--- src/rtl/uart_echo_fifo_pkg.sv ---
// -----------------------------------------------------------------------------
// uart_echo_fifo_pkg
// Shared definitions for the UART echo/transform stage:
//   mode_e         - transform selector codes driven on the 'mode' port
//   ST_IDLE/ST_SEND - TX FSM state encodings
// -----------------------------------------------------------------------------
package uart_echo_fifo_pkg;

  typedef enum logic [1:0] {
    MODE_PASS = 2'b00,
    MODE_INC  = 2'b01,
    MODE_DEC  = 2'b10,
    MODE_INV  = 2'b11
  } mode_e;

  localparam logic [0:0] ST_IDLE = 1'b0;
  localparam logic [0:0] ST_SEND = 1'b1;

endpackage : uart_echo_fifo_pkg

--- src/rtl/uart_echo_fifo_if.sv ---
// -----------------------------------------------------------------------------
// uart_echo_fifo_if
// Receive strobe and transmit valid/ready handshake of the echo stage.
//   rx_valid/rx_data   - one-cycle strobe carrying a received word
//   tx_valid/tx_data   - transformed word offered to the transmitter
//   tx_ready           - transmitter accepts tx_data this cycle
// Modports: master = the UART side (drives rx, consumes tx),
//           slave  = the echo stage.
// -----------------------------------------------------------------------------
interface uart_echo_fifo_if #(
  parameter int DATA_W = 8
);
  logic              rx_valid;
  logic [DATA_W-1:0] rx_data;
  logic              tx_valid;
  logic [DATA_W-1:0] tx_data;
  logic              tx_ready;

  modport master (
    output rx_valid, rx_data, tx_ready,
    input  tx_valid, tx_data
  );

  modport slave (
    input  rx_valid, rx_data, tx_ready,
    output tx_valid, tx_data
  );
endinterface : uart_echo_fifo_if

--- src/rtl/uart_echo_fifo_word_fifo.sv ---
// -----------------------------------------------------------------------------
// uart_word_fifo
// Circular word buffer with occupancy count and sticky overflow flag.
// Ports:
//   clk, reset       - clock, asynchronous active-high reset
//   i_clear          - synchronous flush (pointers, count, overflow)
//   i_wr_valid/data  - write strobe and word
//   i_pop            - remove head word this edge (caller guarantees !o_empty)
//   o_head           - word at the read pointer
//   o_count          - words held, 0..2**DEPTH_LOG2
//   o_empty/o_full   - occupancy flags
//   o_overflow       - sticky: a write was dropped because the buffer was full
// -----------------------------------------------------------------------------
module uart_word_fifo #(
  parameter int DATA_W     = 8,
  parameter int DEPTH_LOG2 = 3
) (
  input  logic                  clk,
  input  logic                  reset,
  input  logic                  i_clear,
  input  logic                  i_wr_valid,
  input  logic [DATA_W-1:0]     i_wr_data,
  input  logic                  i_pop,
  output logic [DATA_W-1:0]     o_head,
  output logic [DEPTH_LOG2:0]   o_count,
  output logic                  o_empty,
  output logic                  o_full,
  output logic                  o_overflow
);
  localparam int                DEPTH      = 1 << DEPTH_LOG2;
  localparam logic [DEPTH_LOG2:0] FULL_COUNT = DEPTH[DEPTH_LOG2:0];

  logic [DATA_W-1:0]     r_mem [DEPTH];
  logic [DEPTH_LOG2-1:0] r_wr_ptr;
  logic [DEPTH_LOG2-1:0] r_rd_ptr;
  logic [DEPTH_LOG2:0]   r_count;
  logic                  r_overflow;
  logic                  w_accept;
  logic                  w_drop;

  // A full buffer still takes a word when the head leaves on the same edge.
  assign w_accept = i_wr_valid && !i_clear && (!o_full || i_pop);
  // A write coinciding with clear is discarded silently, not as an overflow.
  assign w_drop   = i_wr_valid && !i_clear && o_full && !i_pop;

  // NOTE: storage has no reset; stale contents are unreachable because
  // the pointers and count are reset, and omitting it keeps the array a RAM.
  always_ff @(posedge clk) begin
    if (w_accept) r_mem[r_wr_ptr] <= i_wr_data;
  end

  // NOTE: sequential state uses non-blocking assignments so every register
  // samples pre-edge values regardless of statement order.
  always_ff @(posedge clk or posedge reset) begin
    if (reset) begin
      r_wr_ptr   <= '0;
      r_rd_ptr   <= '0;
      r_count    <= '0;
      r_overflow <= 1'b0;
    end else if (i_clear) begin
      r_wr_ptr   <= '0;
      r_rd_ptr   <= '0;
      r_count    <= '0;
      r_overflow <= 1'b0;
    end else begin
      // Pointers are exactly DEPTH_LOG2 bits, so increments wrap modulo depth.
      if (w_accept) r_wr_ptr <= r_wr_ptr + 1'b1;
      if (i_pop)    r_rd_ptr <= r_rd_ptr + 1'b1;
      case ({w_accept, i_pop})
        2'b10:   r_count <= r_count + 1'b1;
        2'b01:   r_count <= r_count - 1'b1;
        default: r_count <= r_count;
      endcase
      if (w_drop) r_overflow <= 1'b1;
    end
  end

  assign o_head     = r_mem[r_rd_ptr];
  assign o_count    = r_count;
  assign o_empty    = (r_count == '0);
  assign o_full     = (r_count == FULL_COUNT);
  assign o_overflow = r_overflow;

endmodule : uart_word_fifo

--- src/rtl/uart_echo_fifo.sv ---
// -----------------------------------------------------------------------------
// uart_echo_fifo
// Streaming byte-transform stage between a UART receiver and transmitter.
// Received words are buffered, transformed per 'mode' when popped, and offered
// to the transmitter over a valid/ready handshake.
// Ports:
//   clk, reset   - clock, asynchronous active-high reset
//   bus (slave)  - rx strobe in, tx valid/ready handshake out
//   mode         - 00 PASS, 01 INC, 10 DEC, 11 INV (sampled at the pop edge)
//   enable       - 1 = pop and transmit, 0 = buffer only
//   clear        - synchronous flush of buffer, overflow flag and TX path
//   count/empty/full/overflow - buffer status
// -----------------------------------------------------------------------------
module uart_echo_fifo
  import uart_echo_fifo_pkg::*;
#(
  parameter int DATA_W     = 8,
  parameter int DEPTH_LOG2 = 3,
  parameter int ADDEND     = 1
) (
  input  logic                clk,
  input  logic                reset,
  uart_echo_fifo_if.slave     bus,
  input  logic [1:0]          mode,
  input  logic                enable,
  input  logic                clear,
  output logic [DEPTH_LOG2:0] count,
  output logic                empty,
  output logic                full,
  output logic                overflow
);
  localparam logic [DATA_W-1:0] ADDEND_W = ADDEND[DATA_W-1:0];

  logic [0:0]        r_state;
  logic [DATA_W-1:0] r_tx_data;
  logic [DATA_W-1:0] w_head;
  logic              w_pop;

  // Arithmetic is DATA_W wide, so INC/DEC wrap modulo 2**DATA_W.
  function automatic logic [DATA_W-1:0] f_transform(input logic [DATA_W-1:0] d,
                                                     input logic [1:0]        m);
    unique case (mode_e'(m))
      MODE_PASS: return d;
      MODE_INC:  return d + ADDEND_W;
      MODE_DEC:  return d - ADDEND_W;
      MODE_INV:  return ~d;
    endcase
  endfunction

  // Pop only from IDLE; clear overrides any pop on its edge.
  assign w_pop = (r_state == ST_IDLE) && enable && !empty && !clear;

  uart_word_fifo #(
    .DATA_W     (DATA_W),
    .DEPTH_LOG2 (DEPTH_LOG2)
  ) u_fifo (
    .clk        (clk),
    .reset      (reset),
    .i_clear    (clear),
    .i_wr_valid (bus.rx_valid),
    .i_wr_data  (bus.rx_data),
    .i_pop      (w_pop),
    .o_head     (w_head),
    .o_count    (count),
    .o_empty    (empty),
    .o_full     (full),
    .o_overflow (overflow)
  );

  always_ff @(posedge clk or posedge reset) begin
    if (reset) begin
      r_state   <= ST_IDLE;
      r_tx_data <= '0;
    end else if (clear) begin
      r_state   <= ST_IDLE;
    end else begin
      case (r_state)
        ST_IDLE: if (w_pop) begin
          // Transform is captured here, so later mode changes leave it intact.
          r_tx_data <= f_transform(w_head, mode);
          r_state   <= ST_SEND;
        end
        ST_SEND: if (bus.tx_ready) r_state <= ST_IDLE;
        default: r_state <= ST_IDLE;
      endcase
    end
  end

  assign bus.tx_valid = (r_state == ST_SEND);
  assign bus.tx_data  = r_tx_data;

endmodule : uart_echo_fifo

--- src/flat_wrapper.sv ---
// flat-port wrapper written by rule: the top's interface ports become plain ports
module uart_echo_fifo_flat import uart_echo_fifo_pkg::*;
#(
  parameter int DATA_W     = 8,
  parameter int DEPTH_LOG2 = 3,
  parameter int ADDEND     = 1
)
  (clk, reset, mode, enable, clear, count, empty, full, overflow, bus_rx_valid, bus_rx_data, bus_tx_ready, bus_tx_valid, bus_tx_data);
  uart_echo_fifo_if #(.DATA_W(DATA_W)) bus_i ();
  input  logic clk;
  input  logic reset;
  input  logic [1:0] mode;
  input  logic enable;
  input  logic clear;
  output logic [DEPTH_LOG2:0] count;
  output logic empty;
  output logic full;
  output logic overflow;
  input wire logic [$bits(bus_i.rx_valid)-1:0] bus_rx_valid;
  input wire logic [$bits(bus_i.rx_data)-1:0] bus_rx_data;
  input wire logic [$bits(bus_i.tx_ready)-1:0] bus_tx_ready;
  output wire logic [$bits(bus_i.tx_valid)-1:0] bus_tx_valid;
  output wire logic [$bits(bus_i.tx_data)-1:0] bus_tx_data;
  assign bus_i.rx_valid = bus_rx_valid;
  assign bus_i.rx_data = bus_rx_data;
  assign bus_i.tx_ready = bus_tx_ready;
  assign bus_tx_valid = bus_i.tx_valid;
  assign bus_tx_data = bus_i.tx_data;
  uart_echo_fifo #(.DATA_W(DATA_W), .DEPTH_LOG2(DEPTH_LOG2), .ADDEND(ADDEND)) u_core (.clk(clk), .reset(reset), .bus(bus_i), .mode(mode), .enable(enable), .clear(clear), .count(count), .empty(empty), .full(full), .overflow(overflow));
endmodule
--- config.mk ---
export PLATFORM = sky130hd
export DESIGN_NAME = uart_echo_fifo_flat
export DESIGN_NICKNAME = d
export VERILOG_FILES = /design/src/rtl/uart_echo_fifo_pkg.sv /design/src/rtl/uart_echo_fifo_if.sv /design/src/rtl/uart_echo_fifo_word_fifo.sv /design/src/rtl/uart_echo_fifo.sv /design/src/flat_wrapper.sv
export SDC_FILE = /design/constraint.sdc
export NUM_CORES = 1
export LEC_CHECK = 0
export BUFFER_PORTS_ARGS = -buffer_cell sky130_fd_sc_hd__buf_2
export CORE_ASPECT_RATIO = 2
export CORE_UTILIZATION = 56
export CTS_BUF_LIST = sky130_fd_sc_hd__clkbuf_4
export CTS_CLUSTER_DIAMETER = 60
export DETAILED_ROUTE_END_ITERATION = 10
export HOLD_SLACK_MARGIN = 0.08
export PLACE_DENSITY_LB_ADDON = 0.3
export SYNTH_ARGS = -nofsm -noshare
export SYNTH_HDL_FRONTEND = slang
export SYNTH_SLANG_ARGS = --single-unit
--- constraint.sdc ---
create_clock -name clk -period 2.8 [get_ports clk]
set_input_delay 0.42 -clock clk [delete_from_list [all_inputs] [get_ports clk]]
set_output_delay 0.42 -clock clk [all_outputs]
set_load 0.05 [all_outputs]
[Word-level counts from Yosys, hierarchy flattened]
Memories as Yosys holds them, arrays and structs flattened.
Cells that the tools add are included.
Cells by class
  $add $sub $neg: 6
  eq/ne operators: 6
  mux-type cells: 15
  bitwise logic cells: 3
  reductions and logical operators: 19
Operators with widths (number)
  $pmux W8 S4: 1
  $mux W3: 4
  $add A8 B1 Y8 const B: 1
  $not A8 Y8: 1
  $pmux W4 S2: 1
  $sub A8 B1 Y8 const B: 1
  $logic_and A1 B1 Y1: 7
  $mux W1: 7
  $add A3 B1 Y3 const B: 2
  $eq A2 B2 Y1 const B: 3
  $reduce_bool A2 Y1: 3
  $add A4 B1 Y4 const B: 1
  $eq A2 B1 Y1 const B: 2
  $eq A4 B4 Y1 const B: 1
  $logic_not A1 Y1: 4
  $logic_not A4 Y1: 1
  $mux W4: 1
  $sub A4 B1 Y4 const B: 1
  $reduce_and A3 Y1: 1
  $reduce_bool A3 Y1: 1
  $logic_not A2 Y1: 1
  $not A1 Y1: 2
  $pmux W1 S2: 1
  $logic_or A1 B1 Y1: 1
Storage, ports and cells
  flip-flop bits (word level): 20
  memory bits (writable): 64
  input port bits: 16
  output and inout port bits: 16
  logic and storage cells: 56
  memories: 1
Memories
  u_core.u_fifo.r_mem: words 8, width 8, rd ports 1, clocked after Yosys merged registers in 0, wr ports 1, RTL line uart_echo_fifo_word_fifo.sv:33  | logic [DATA_W-1:0] r_mem [DEPTH];

[Logic depth before layout (Yosys ltp)]
  word-level depth: 9
  depth in mapped cells: 12
  depth with buffers taken out: 10

[Modules after synthesis]
From an unflattened synthesis, not the netlist that was laid out.
Unflattened totals
  cell total of the unflattened synthesis: 312
  area total of the unflattened synthesis: 4186.5 um2
Modules (own cells, without submodules)
  uart_word_fifo: times used 1, cells an instance 167, area an instance 3108.0 um2
  uart_echo_fifo: times used 1, cells an instance 145, area an instance 1078.5 um2

[Least setup slack after synthesis]
No wires, ideal clock.
  path kind: register to register
  start: register u_core.u_fifo.r_count[0], in the netlist u_core.u_fifo.o_count[0]
  end: register u_core.u_fifo.r_count[3], in the netlist u_core.u_fifo.o_count[3]
  arrival: 4.119 ns
  required time: 2.668 ns
  slack: -1.451 ns
  stages on the path, launching flop included: 13
  clock period less this slack: 4.251 ns
  cells stage by stage: dfrtp_1 nor4_1 or3b_2 buf_2 or2_2 buf_2 nor2_1 ha_1 a21o_1 a21oi_1 mux2i_1 xor2_1 nor2_1
On the way
  word-level cells in the longest chain between the ends: 9
RTL lines
  start: declaration: RTL line uart_echo_fifo_word_fifo.sv:36  | logic [DEPTH_LOG2:0] r_count;
  start signal: assignment: RTL line uart_echo_fifo_word_fifo.sv:70  | 2'b10: r_count <= r_count + 1'b1;
  start signal: assignment: RTL line uart_echo_fifo_word_fifo.sv:71  | 2'b01: r_count <= r_count - 1'b1;
  start signal: assignment: RTL line uart_echo_fifo_word_fifo.sv:72  | default: r_count <= r_count;
  $logic_not A4 Y1 *: RTL line uart_echo_fifo_word_fifo.sv:80  | assign o_empty = (r_count == '0);
  via empty: RTL line flat_wrapper.sv:16  | output logic empty;
  $logic_not A1 Y1 *: RTL line uart_echo_fifo.sv:51  | assign w_pop = (r_state == ST_IDLE) && enable && !empty && !clear;
  $logic_and A1 B1 Y1 * (2 in a row): RTL line uart_echo_fifo.sv:51
  $logic_or A1 B1 Y1: RTL line uart_echo_fifo_word_fifo.sv:42  | assign w_accept = i_wr_valid && !i_clear && (!o_full || i_pop);
  $logic_and A1 B1 Y1: RTL line uart_echo_fifo_word_fifo.sv:42
  $eq A2 B1 Y1 / $eq A2 B2 Y1 (equally long branches): RTL line uart_echo_fifo_word_fifo.sv:69  | case ({w_accept, i_pop})
  $pmux W4 S2: RTL line uart_echo_fifo_word_fifo.sv:69
  $mux W4: RTL line uart_echo_fifo_word_fifo.sv:60  | end else if (i_clear) begin
Mark *: on every way through the listed nets, which the timed path passes. The rest lies on a longest branch.
A chain may end at the register's enable or synchronous reset.

[Worst setup path after layout]
  start: register u_core.u_fifo.r_rd_ptr[0]
  end: register u_core.r_tx_data[4], in the netlist u_core.bus.tx_data[4]
On the way
  word-level cells in the longest chain between the ends: 3
RTL lines
  start: declaration: RTL line uart_echo_fifo_word_fifo.sv:35  | logic [DEPTH_LOG2-1:0] r_rd_ptr;
  start signal: assignment: RTL line uart_echo_fifo_word_fifo.sv:68  | if (i_pop) r_rd_ptr <= r_rd_ptr + 1'b1;
  $mem_v2 Z8 W8 *
  $sub A8 B1 Y8, or another cell as far along: RTL line uart_echo_fifo.sv:45  | MODE_DEC: return d - ADDEND_W;
  $pmux W8 S4 *: RTL line uart_echo_fifo.sv:42  | unique case (mode_e'(m))
  end signal: assignment: RTL line uart_echo_fifo.sv:80  | r_tx_data <= f_transform(w_head, mode);
  end: declaration: RTL line uart_echo_fifo.sv:35  | logic [DATA_W-1:0] r_tx_data;
Mark *: on every way between the ends. The rest lies on a longest branch, timed or not.

==> flow_summary_export.csv <==
group,metric,value,unit
clocking,postCtsHoldBufs,0,
worst_setup_path,cp_data_required_time,3.14,ns
synthesis,syn-mean-instance-area,14.99,um^2
routing,via_count,2336,
sta,finalMaxSlewViolations,0,
routing,ant_nets,0,
power,p_clk_share,18.7,%
synthesis,synthXorXnorAreaFrac,3.146,%
synthesis,synth_area_leaders,"edfxtp_1 49%, dfrtp_1 13%, mux4_2 7.5%",
run_status,violations,"setup timing",
sta,fmax,0.3515,GHz
synthesis,synth_top_area_share,49.31,%
power,swShare,37.03,%
worst_setup_path,cp_common_cell,"mux2_4",
global_route,grt_pass1_vias,2520,
worst_setup_path,cp_max_fo,8,
sta,fin_crit_sh,101.6,%
synthesis,synth_compound_area_share,5.490,%
sta,rsz0062_at_grt,"true",
place,post-place-cells,390,
power,seqPwrFrac,38.2,%
power,leakagePower,0.001769,uW
global_route,grtUsageMet2,43.41,%
worst_setup_path,critical_path_class,"flip-flop to flip-flop",
synthesis,synthAdderAreaFrac,5.201,%
worst_setup_path,worstReg2RegStart,"u_core.u_fifo.r_rd_ptr[0]",
sta,timing_hold_violations_final,0,
global_route,grt_util_met3,6.034,%
power,internal-power,2588,uW
finish,fill_cells,455,
finish,antenna_cells,0,
global_route,grt_start_max_net_pins,21,
power,pwr-share-comb,43.1,%
sta,worst-slew-pin-transition,0.7669,ns
global_route,grt_first_pass_wirelength,12.63,mm
routing,drtIter0Drc,131,
global_route,grt_overflow_total,0,
synthesis,post_synth_num_cell_types,43,
place,dp_hpwl,5.494,mm
place,io_buffers,31,
global_route,gr-max-usage-layer,"met2",
sta,worst_slack,-0.04521,ns
worst_setup_path,start_kind,"flip-flop",
routing,firstDrtPassIters,4,
worst_setup_path,cp-startpoint,"u_core.u_fifo.r_rd_ptr[0]",
clocking,htree_levels,3,
worst_setup_path,cpLargestDelayFamily,"multiplexers",
worst_setup_path,critical_path_buf_inv_count,1,
floorplanning,die_x,60.99,um
synthesis,ys_seq_area_share,62.15,%
synthesis,yosys_most_used_dff,"edfxtp_1",
power,p_sw,1522,uW
synthesis,yosys-mux-area-fraction,13.93,%
synthesis,synth_top_cell_by_area,"edfxtp_1",
finish,final_nets,347,
synthesis,syn_area,0.003897,mm^2
flow_run,maxCapViolations,0,
synthesis,synth_warnings,0,
routing,routed_wire_length_per_instance,19.12,um
power,finalPower,4110,uW
synthesis,ys_seq_elements,84,
floorplanning,rows,42,
finish,area_delta_synth_final,17.78,%
power,p_per_area,895.3,mW/mm^2
power,vdd_drop_max,0.4182,mV
synthesis,synthSimpleGateAreaFrac,7.608,%
clocking,clock_path_buffers,2,
routing,drc_errors,0,
synthesis,synth-async-reset-ratio,23.81,%
clocking,clkSlewWorstSetupHoldPaths,0.14,ns
global_route,grtUsageMet1,28.59,%
finish,drive_gt1_share,36.76,%
floorplanning,start_util,58.40,%
global_route,grt_use_total,25.33,%
run_status,outcome,"finished, violations left",
clocking,cts_sinks,84,
worst_setup_path,cp_cell_sequence,"buf_12, mux4_2, mux2_4, fa_2, a21o_1, a21oi_2, xnor2_1, a21oi_1, o21ai_1, mux2_4",
clocking,cts_buffers,9,
synthesis,synthesis.nets,291,
synthesis,synth_commonest_cells,"64 x edfxtp_1, 27 x nor2_1, 20 x dfrtp_1",
sta,finalSetupViolCount,2,
worst_setup_path,arrival,3.19,ns
routing,vias_per_cell,5.711,
worst_setup_path,cp_slowest_cell,"mux4_2",
hold_path,hp-class,"primary input to asynchronous set/reset pin",
floorplanning,die_area,0.007318,mm^2
clocking,clock_latency,0.44,ns
sta,slew_headroom,48.82,%
floorplanning,die_h,120.0,um
synthesis,synth_edf_count,64,
global_route,antenna_found_initial,0,
worst_setup_path,worstSetupEndpointType,"flip-flop",
clocking,ctsRootBufferMaster,"clkbuf_4",
finish,instances_no_fill,409,
synthesis,synth_most_common_cell,"edfxtp_1",
place,globalplace.congestion,0.9046,
worst_setup_path,cpPeakStageDelay,0.50,ns
floorplanning,ioPinCount,32,
sta,period_minus_slack,2.845,ns
routing,wl,7.821,mm
floorplanning,fp.coreArea,0.006674,mm^2
clocking,cts_tree,"yes",
synthesis,synth_top_family_by_area,"multiplexers",
sta,finClkSkew,0.01496,ns
synthesis,syn_inst,260,
-- logic make-up after synthesis --
logic type / after synthesis
AOI/OAI and AO/OA: 34
xor gates and xnor gates: 14
adders and majority gates: 15
buffers and inverters: 20
DFF: 84
muxes: 31
and+or+nand+nor: 62
-- routing by layer --
layer  share of wire (%)  wire length [um]
met1                  37              2897
met2                  56              4409
met3                 3.2               253
met4                 3.3               261
met5                   0                 0
-- area by class of cell --
cell class,instances,area [um^2],area share (%)
multi-input cells,156,1493,32.52
well taps,88,110.1,2.398
clock inverters,7,91.34,1.990
repair buffers,55,364.1,7.931
clock buffers,9,67.56,1.472
inverters,10,37.54,0.8177
flip-flops and latches,84,2427,52.88
-- what timing repair did --
item                                    CTS  global route
buffers inserted                          3             0
endpoints found under the setup margin    4            52
cloned                                    0             0
pin swaps                                 1             4
resized for setup                         9            12
-- per-stage QoR --
| stage | util, % | hold WS (ns) | worst slack [ns] | cell area (um^2) | setup TNS [ns] |
|---|---|---|---|---|---|
| floorplan | - | 0.3836 | -0.1659 | 3970 | -0.1659 |
| global placement | 64.87 | 0.4673 | 0.02927 | 4329 | 0 |
| detailed placement | 64.87 | 0.4873 | -0.07900 | 4329 | -0.1123 |
| CTS | 68.17 | 0.09117 | -0.02099 | 4549 | -0.02099 |
| global route | 68.79 | 0.1391 | -0.1656 | 4591 | -0.4883 |
| finish | 68.79 | 0.09498 | -0.04521 | 4591 | -0.05383 |
-- layout by cell type (no fill, tap or decap), types with 9 or more instances in the layout --
cell type | synthesis | layout
buf_2 | 5 | 31
a21oi_1 | 14 | 11
buf_4 | 0 | 21
clkbuf_4 | 0 | 9
xor2_1 | 9 | 9
mux4_2 | 13 | 14
nor2_1 | 27 | 20
ha_1 | 13 | 9
inv_1 | 10 | 9
nand2_1 | 12 | 12
dfrtp_1 | 20 | 16
edfxtp_1 | 64 | 64
-- worst paths after layout --
path / to / slack [ns] / cells after the start
max in group asynchronous: u_core.u_fifo.o_count[2] / 2.17 / 2
min in group clk: u_core.bus.tx_valid / 0.24 / 3
worst min register to register: u_core.bus.tx_data[7] / 0.51 / 2
worst max-delay path: u_core.bus.tx_data[4] / -0.05 / 10
worst min-delay path: u_core.bus.tx_data[0] / 0.09 / 2
worst max register to register: u_core.bus.tx_data[4] / -0.05 / 10
-- power by group through the flow --
stage / registers [uW] / clock network [uW] / logic [uW]
after floorplan: 1870 / 0 / 974
after global placement: 1590 / 0 / 1620
after detailed placement: 1600 / 0 / 1660
after CTS: 1580 / 782 / 1740
after global routing: 1590 / 832 / 1910
final: 1570 / 768 / 1770
-- registers in the layout (all words and copies together), names as in the netlist --
register / count
u_core.bus.tx_data: 8
u_core.bus.tx_valid: 1
u_core.u_fifo.o_count: 4
u_core.u_fifo.o_overflow: 1
u_core.u_fifo.r_mem: 64
u_core.u_fifo.r_rd_ptr: 3
u_core.u_fifo.r_wr_ptr: 3
No activity file was read; power rests on OpenSTA's default activity.
